**src/rtl/pop_arbiter.sv**
```systemverilog
// pop_arbiter: round-robin drain of the D0/D1 FIFOs into one registered
// valid/ready output stream. Define POP_ARB_COUNT_EN for delivered-word counters.
module pop_arbiter #(
    parameter int WIDTH = 6,
    parameter int CNT_W = 8
) (
    input  logic             clk,
    input  logic             reset,
    input  logic             D0_empty,
    input  logic             D1_empty,
    input  logic [WIDTH-1:0] data_out_D0,
    input  logic [WIDTH-1:0] data_out_D1,
    input  logic             ready_out,
    output logic             D0_pop,
    output logic             D1_pop,
    output logic [WIDTH-1:0] data_out,
    output logic             valid_out,
    output logic             src_out,
    output logic [CNT_W-1:0] count_D0,
    output logic [CNT_W-1:0] count_D1
);

    logic             r_inflight;
    logic             r_inflight_src;
    logic             r_valid;
    logic [WIDTH-1:0] r_data;
    logic             r_src;
    logic             r_last_grant;

    logic w_out_free;
    logic w_capture;
    logic w_pop_ok;
    logic w_gnt_any;
    logic w_gnt_src;

    assign w_out_free = !r_valid || ready_out;
    assign w_capture  = r_inflight && w_out_free;
    assign w_pop_ok   = !r_inflight || w_capture;

    // Round-robin grant; a stalled in-flight word or reset blocks any pop
    always_comb begin
        w_gnt_any = 1'b0;
        w_gnt_src = 1'b0;
        if (w_pop_ok && !reset) begin
            if (!D0_empty && !D1_empty) begin
                w_gnt_any = 1'b1;
                w_gnt_src = !r_last_grant;
            end else if (!D0_empty) begin
                w_gnt_any = 1'b1;
                w_gnt_src = 1'b0;
            end else if (!D1_empty) begin
                w_gnt_any = 1'b1;
                w_gnt_src = 1'b1;
            end
        end
    end

    assign D0_pop    = w_gnt_any && !w_gnt_src;
    assign D1_pop    = w_gnt_any && w_gnt_src;
    assign data_out  = r_data;
    assign valid_out = r_valid;
    assign src_out   = r_src;

    // Output register capture and in-flight / grant bookkeeping
    always_ff @(posedge clk or posedge reset) begin
        if (reset) begin
            r_inflight     <= 1'b0;
            r_inflight_src <= 1'b0;
            r_valid        <= 1'b0;
            r_data         <= '0;
            r_src          <= 1'b0;
            r_last_grant   <= 1'b1;
        end else begin
            if (w_capture) begin
                r_valid <= 1'b1;
                r_data  <= r_inflight_src ? data_out_D1 : data_out_D0;
                r_src   <= r_inflight_src;
            end else if (r_valid && ready_out) begin
                r_valid <= 1'b0;
            end
            if (w_gnt_any) begin
                r_inflight     <= 1'b1;
                r_inflight_src <= w_gnt_src;
                r_last_grant   <= w_gnt_src;
            end else if (w_capture) begin
                r_inflight <= 1'b0;
            end
        end
    end

`ifdef POP_ARB_COUNT_EN
    logic             w_deliver;
    logic [CNT_W-1:0] r_cnt0;
    logic [CNT_W-1:0] r_cnt1;

    assign w_deliver = r_valid && ready_out;

    // Per-source delivered-word counters, wrapping naturally
    always_ff @(posedge clk or posedge reset) begin
        if (reset) begin
            r_cnt0 <= '0;
            r_cnt1 <= '0;
        end else if (w_deliver) begin
            if (r_src) r_cnt1 <= r_cnt1 + CNT_W'(1);
            else       r_cnt0 <= r_cnt0 + CNT_W'(1);
        end
    end

    assign count_D0 = r_cnt0;
    assign count_D1 = r_cnt1;
`else
    assign count_D0 = '0;
    assign count_D1 = '0;
`endif

endmodule

```
**config.mk**
```make
export PLATFORM = sky130hd
export DESIGN_NAME = pop_arbiter
export DESIGN_NICKNAME = d
export VERILOG_FILES = /design/src/rtl/pop_arbiter.sv
export SDC_FILE = /design/constraint.sdc
export NUM_CORES = 1
export LEC_CHECK = 0
export BUFFER_PORTS_ARGS = -buffer_cell sky130_fd_sc_hd__buf_4
export CORE_UTILIZATION = 35
export DETAILED_ROUTE_END_ITERATION = 16
export MAX_ROUTING_LAYER = met4
export PLACE_DENSITY = 0.67
export SLEW_MARGIN = 20
export SYNTH_ARGS = -nofsm -noshare
export SYNTH_HDL_FRONTEND = slang
export SYNTH_SLANG_ARGS = --single-unit
export TNS_END_PERCENT = 100
```
**constraint.sdc**
```tcl
create_clock -name clk -period 1.5 [get_ports clk]
set_clock_uncertainty 0.05 [all_clocks]
set_input_delay 0.15 -clock clk [delete_from_list [all_inputs] [get_ports clk]]
set_output_delay 0.15 -clock clk [all_outputs]
set_load 0.01 [all_outputs]
```
# == Yosys cells after proc, flatten, opt, wreduce, memory -nomap -nowiden ==
# Cells that the tools add are included.
# W data, S select, Z words.
# classes
reduce_logical,17
n_mux,12
# op_table
operator,n
$mux W1,11
$logic_not A1 Y1,7
$logic_and A1 B1 Y1,6
$mux W6,1
$reduce_bool A2 Y1,2
$logic_or A1 B1 Y1,2
# totals
out_inout_bits,26
reg_bits,11
inputBits,17
elab_cells,35

# == Longest topological paths before layout ==
# depth
ltp_word,8
mapped_depth,5
depth_no_buf,3

# == Least setup slack after synthesis ==
# No wires, ideal clock.
# synth_timing
path_type,register -> register
from,reg r_inflight
to,reg r_inflight_src
setup_ns,0.066
t_required_ns,1.384
synth_period_minus_slack_ns,1.378
arrival_time_ns,1.262
path_stages_with_launch,5
path_buffers,1
slack_ns,0.122
path_cell_list,dfrtp_1 > buf_6 > and3b_4 > a2111oi_2 > a21o_1
# synth_between
elab_chain_len,4
elab_cells_between_ends,6
classes_between,mux (2); reduce/logical (4)
# synth_lines
element,line,text
start: declaration,23,logic r_inflight;
start signal: assignment,67,r_inflight <= 1'b0;
start signal: assignment,82,r_inflight <= 1'b1;
start signal: assignment,86,r_inflight <= 1'b0;
$logic_not A1 Y1 or $logic_and A1 B1 Y1 (tied branches),"38, 37",
$logic_or A1 B1 Y1 (*),38,assign w_pop_ok = !r_inflight || w_capture;
$logic_and A1 B1 Y1 (*),44,if (w_pop_ok && !reset) begin
$mux W1,44,
end signal: assignment,83,r_inflight_src <= w_gnt_src;
end: declaration,24,logic r_inflight_src;
# Every way passes the cells marked *; elsewhere a longest branch is shown, timed or not.
# A chain may end at the register's enable or synchronous reset.

# == Worst setup path in the final report ==
# layout_timing
from,reg r_inflight
to,out D0_pop
# layout_between
elab_chain_len,6
elab_cells_between_ends,8
classes_between,mux (2); reduce/logical (6)
# layout_lines
element,line,text
$logic_not A1 Y1 or $logic_and A1 B1 Y1 (tied branches),"38, 37",
$logic_or A1 B1 Y1 (*),38,
$logic_and A1 B1 Y1 (*),44,
$mux W1,44,
$logic_not A1 Y1,58,assign D0_pop = w_gnt_any && !w_gnt_src;
$logic_and A1 B1 Y1 (*),58,
end: declaration,14,"output logic D0_pop,"
# Marked as above.

==> results_dict.tcl <==
set metrics [dict create \
    p_clk_frac 0.206 \
    critical_path_required_ns 1.30 \
    layout_setup_ws_ns -0.111 \
    grt_pass1_wl_mm 2.13 \
    gp_congestion 0.796 \
    rsz0062_at_grt "true" \
    setup-violations-final 1 \
    cts_num_sinks 11 \
    worst_hold_slack_ns 0.123 \
    drive_gt1_frac 0.406 \
    synthDominantCellAreaShare 0.377 \
    run_status "complete, but fails checks" \
    vias_per_cell 4.42 \
    nFillCells 171 \
    layout.nets 114 \
    syn_area_um2 664 \
    synth_seq_cells 11 \
    cp_max_fo 4 \
    core_mm2 0.00175 \
    multi_input_area_um2 307 \
    drc 0 \
    die_w_um 45.6 \
    p_per_area_mw_per_mm2 1110 \
    synth_largest_area_cell "dfrtp_1" \
    cp_data_arrival_time_ns 1.41 \
    yosys-top-cells-area "dfrtp_1 (38%), buf_4 (18%), a21oi_1 (9.8%)" \
    track_usage 0.159 \
    vias 535 \
    ant_nets 0 \
    antenna_found_initial 0 \
    ir_drop_v 0.000622 \
    n_antenna_cell 0 \
    critPathCaptureType "output pin" \
    first_iter_violations 6 \
    cp-start-kind "register" \
    p_switching_w 0.000318 \
    maxCapViolations 0 \
    die_height_um 45.6 \
    cts-root-buf "clkbuf_4" \
    grt_pass1_vias 456 \
    synthToLayoutAreaGrowth_pct 33.0 \
    p_comb_frac 0.353 \
    synth_cell_type_count 20 \
    drtPass1Iterations 4 \
    grt_max_degree 12 \
    period_minus_slack_ns 1.61 \
    max_freq_ghz 0.621 \
    htreeDepth 1 \
    clk_pin_slew_ns 0.07 \
    port_buffers 26 \
    clock_path_buffers 2 \
    hp-class "input pin to register" \
    routed_wl_mm 1.49 \
    syn_avg_cell_area_um2 10.1 \
    die_area_mm2 0.00208 \
    numCtsBuffers 3 \
    p_int_w 0.000666 \
    final-seq-area_um2 277 \
    violations "setup timing" \
    finalHoldViolations 0 \
    syn_inst 66 \
    ios 43 \
    seq_power_share 0.441 \
    timing.final.crit_share 1.07 \
    wl_per_cell_um 12.3 \
    clk_latency_ns 0.27 \
    dp_hpwl_mm 1.10 \
    grt_overflow_total 0 \
    tritoncts "yes" \
    synth-seq-area-share 0.416 \
    yosysWarnings 0 \
    leakage_nw 0.447 \
    p_sw_frac 0.323 \
    rows 15 \
    final_util 0.506 \
    slew_violations 0 \
    initial_utilization 0.381 \
    critPathKind "register to output pin" \
]
[layer usage]
layer	part of all wire	track usage	wire [µm]	vias up
met3	0.055	0.0595	81	2
met2	0.55	0.257	822	26
li1	-	-	-	249
met5	0	-	0	-
met1	0.39	0.172	572	258
met4	0.0061	0.0727	9	0
[kinds of logic after synthesis]
logic type,after synthesis,synth area share
buf+inv,22,0.230
compound gates,16,0.145
flops,11,0.416
simple gates,9,0.0904
mux,7,0.113
other cells,1,0.00564
[repair_timing]
action                     CTS  global route
buffers inserted             2             0
pin swaps                    2             1
hold buffers                 1             0
gates resized for setup      2             0
setup endpoints to repair    2             2
hold endpoints to repair    10             0
[area by class of cell]
cell class	count	share of cell area
multi-input combinational	48	0.347
sequential	11	0.313
timing repair buffer	31	0.266
tap	25	0.0354
clock buffer	4	0.0297
inverter	2	0.00850
[Yosys cell counts]
cell,number
a21o_1,1
or2_1,1
and3b_4,1
dfstp_2,1
conb_1,1
and2_1,1
or3_4,1
a21oi_1,13
a22o_1,1
mux2_4,1
a2111oi_2,1
buf_4,16
buf_2,2
buf_6,1
mux2i_1,6
nand2b_1,2
nor2_1,3
inv_1,2
dfrtp_1,10
clkbuf_1,1
[worst max-delay path, cell delays in order, from the launching register on]
cell     delay (ns)
dfrtp_1        0.38
and3b_4        0.21
or3_4          0.34
nor2_2         0.09
buf_4          0.12
[path summary, 6_finish.rpt]
path / start / endpoint / slack, ns / depth (start not counted)
max reg2reg: valid_out$_DFFE_PP0P_ / src_out$_DFFE_PP0P_ / 0.10 / 4
min: data_out_D0[3] / data_out[3]$_DFFE_PP0P_ / 0.12 / 3
min reg2reg: src_out$_DFFE_PP0P_ / src_out$_DFFE_PP0P_ / 0.47 / 1
max in group asynchronous: reset / r_last_grant$_DFFE_PP1P_ / 0.65 / 3
max: r_inflight$_DFFE_PP0P_ / D0_pop / -0.11 / 4
min in group asynchronous: reset / r_inflight$_DFFE_PP0P_ / 0.42 / 3
[through the flow]
step           setup TNS [ns]  power [W]  setup WS, ns  cell area, µm²  std cells
2_1_floorplan               0   0.000641         0.122             721         81
3_3_place_gp                0   0.000758         0.158             817        114
3_5_place_dp                0   0.000767        0.0814             817        114
4_1_cts                -0.218   0.000991        -0.113             883        121
5_1_grt                -0.190    0.00104        -0.154             883        121
6_report               -0.111   0.000984        -0.111             883        121
[cells in the final DEF (no fill, tap or decap), drive strengths merged]
cell type    count
buf             30
conb            16
a21oi           13
dfrtp           10
mux2i            6
clkbuf           4
nor2             3
nand2b           2
inv              2
and3b            1
or3              1
a2111oi          1
a21o             1
or2              1
and2             1
a22o             1
mux2             1
dlygate4sd3      1
dfstp            1
[power by group through the flow]
stage / sequential [W] / clock, W / combinational (W)
4_1_cts: 0.000434 / 0.000210 / 0.000347
5_1_grt: 0.000444 / 0.000222 / 0.000377
3_3_place_gp: 0.000433 / 0 / 0.000325
2_1_floorplan: 0.000439 / 0 / 0.000202
6_report: 0.000434 / 0.000202 / 0.000348
3_5_place_dp: 0.000437 / 0 / 0.000330
[sequential cells by signal, summed over array words and instances, names as in the netlist]
register        cells
valid_out           1
r_inflight          1
src_out             1
data_out            6
r_inflight_src      1
r_last_grant        1
No activity file was read; power rests on OpenSTA's default activity.
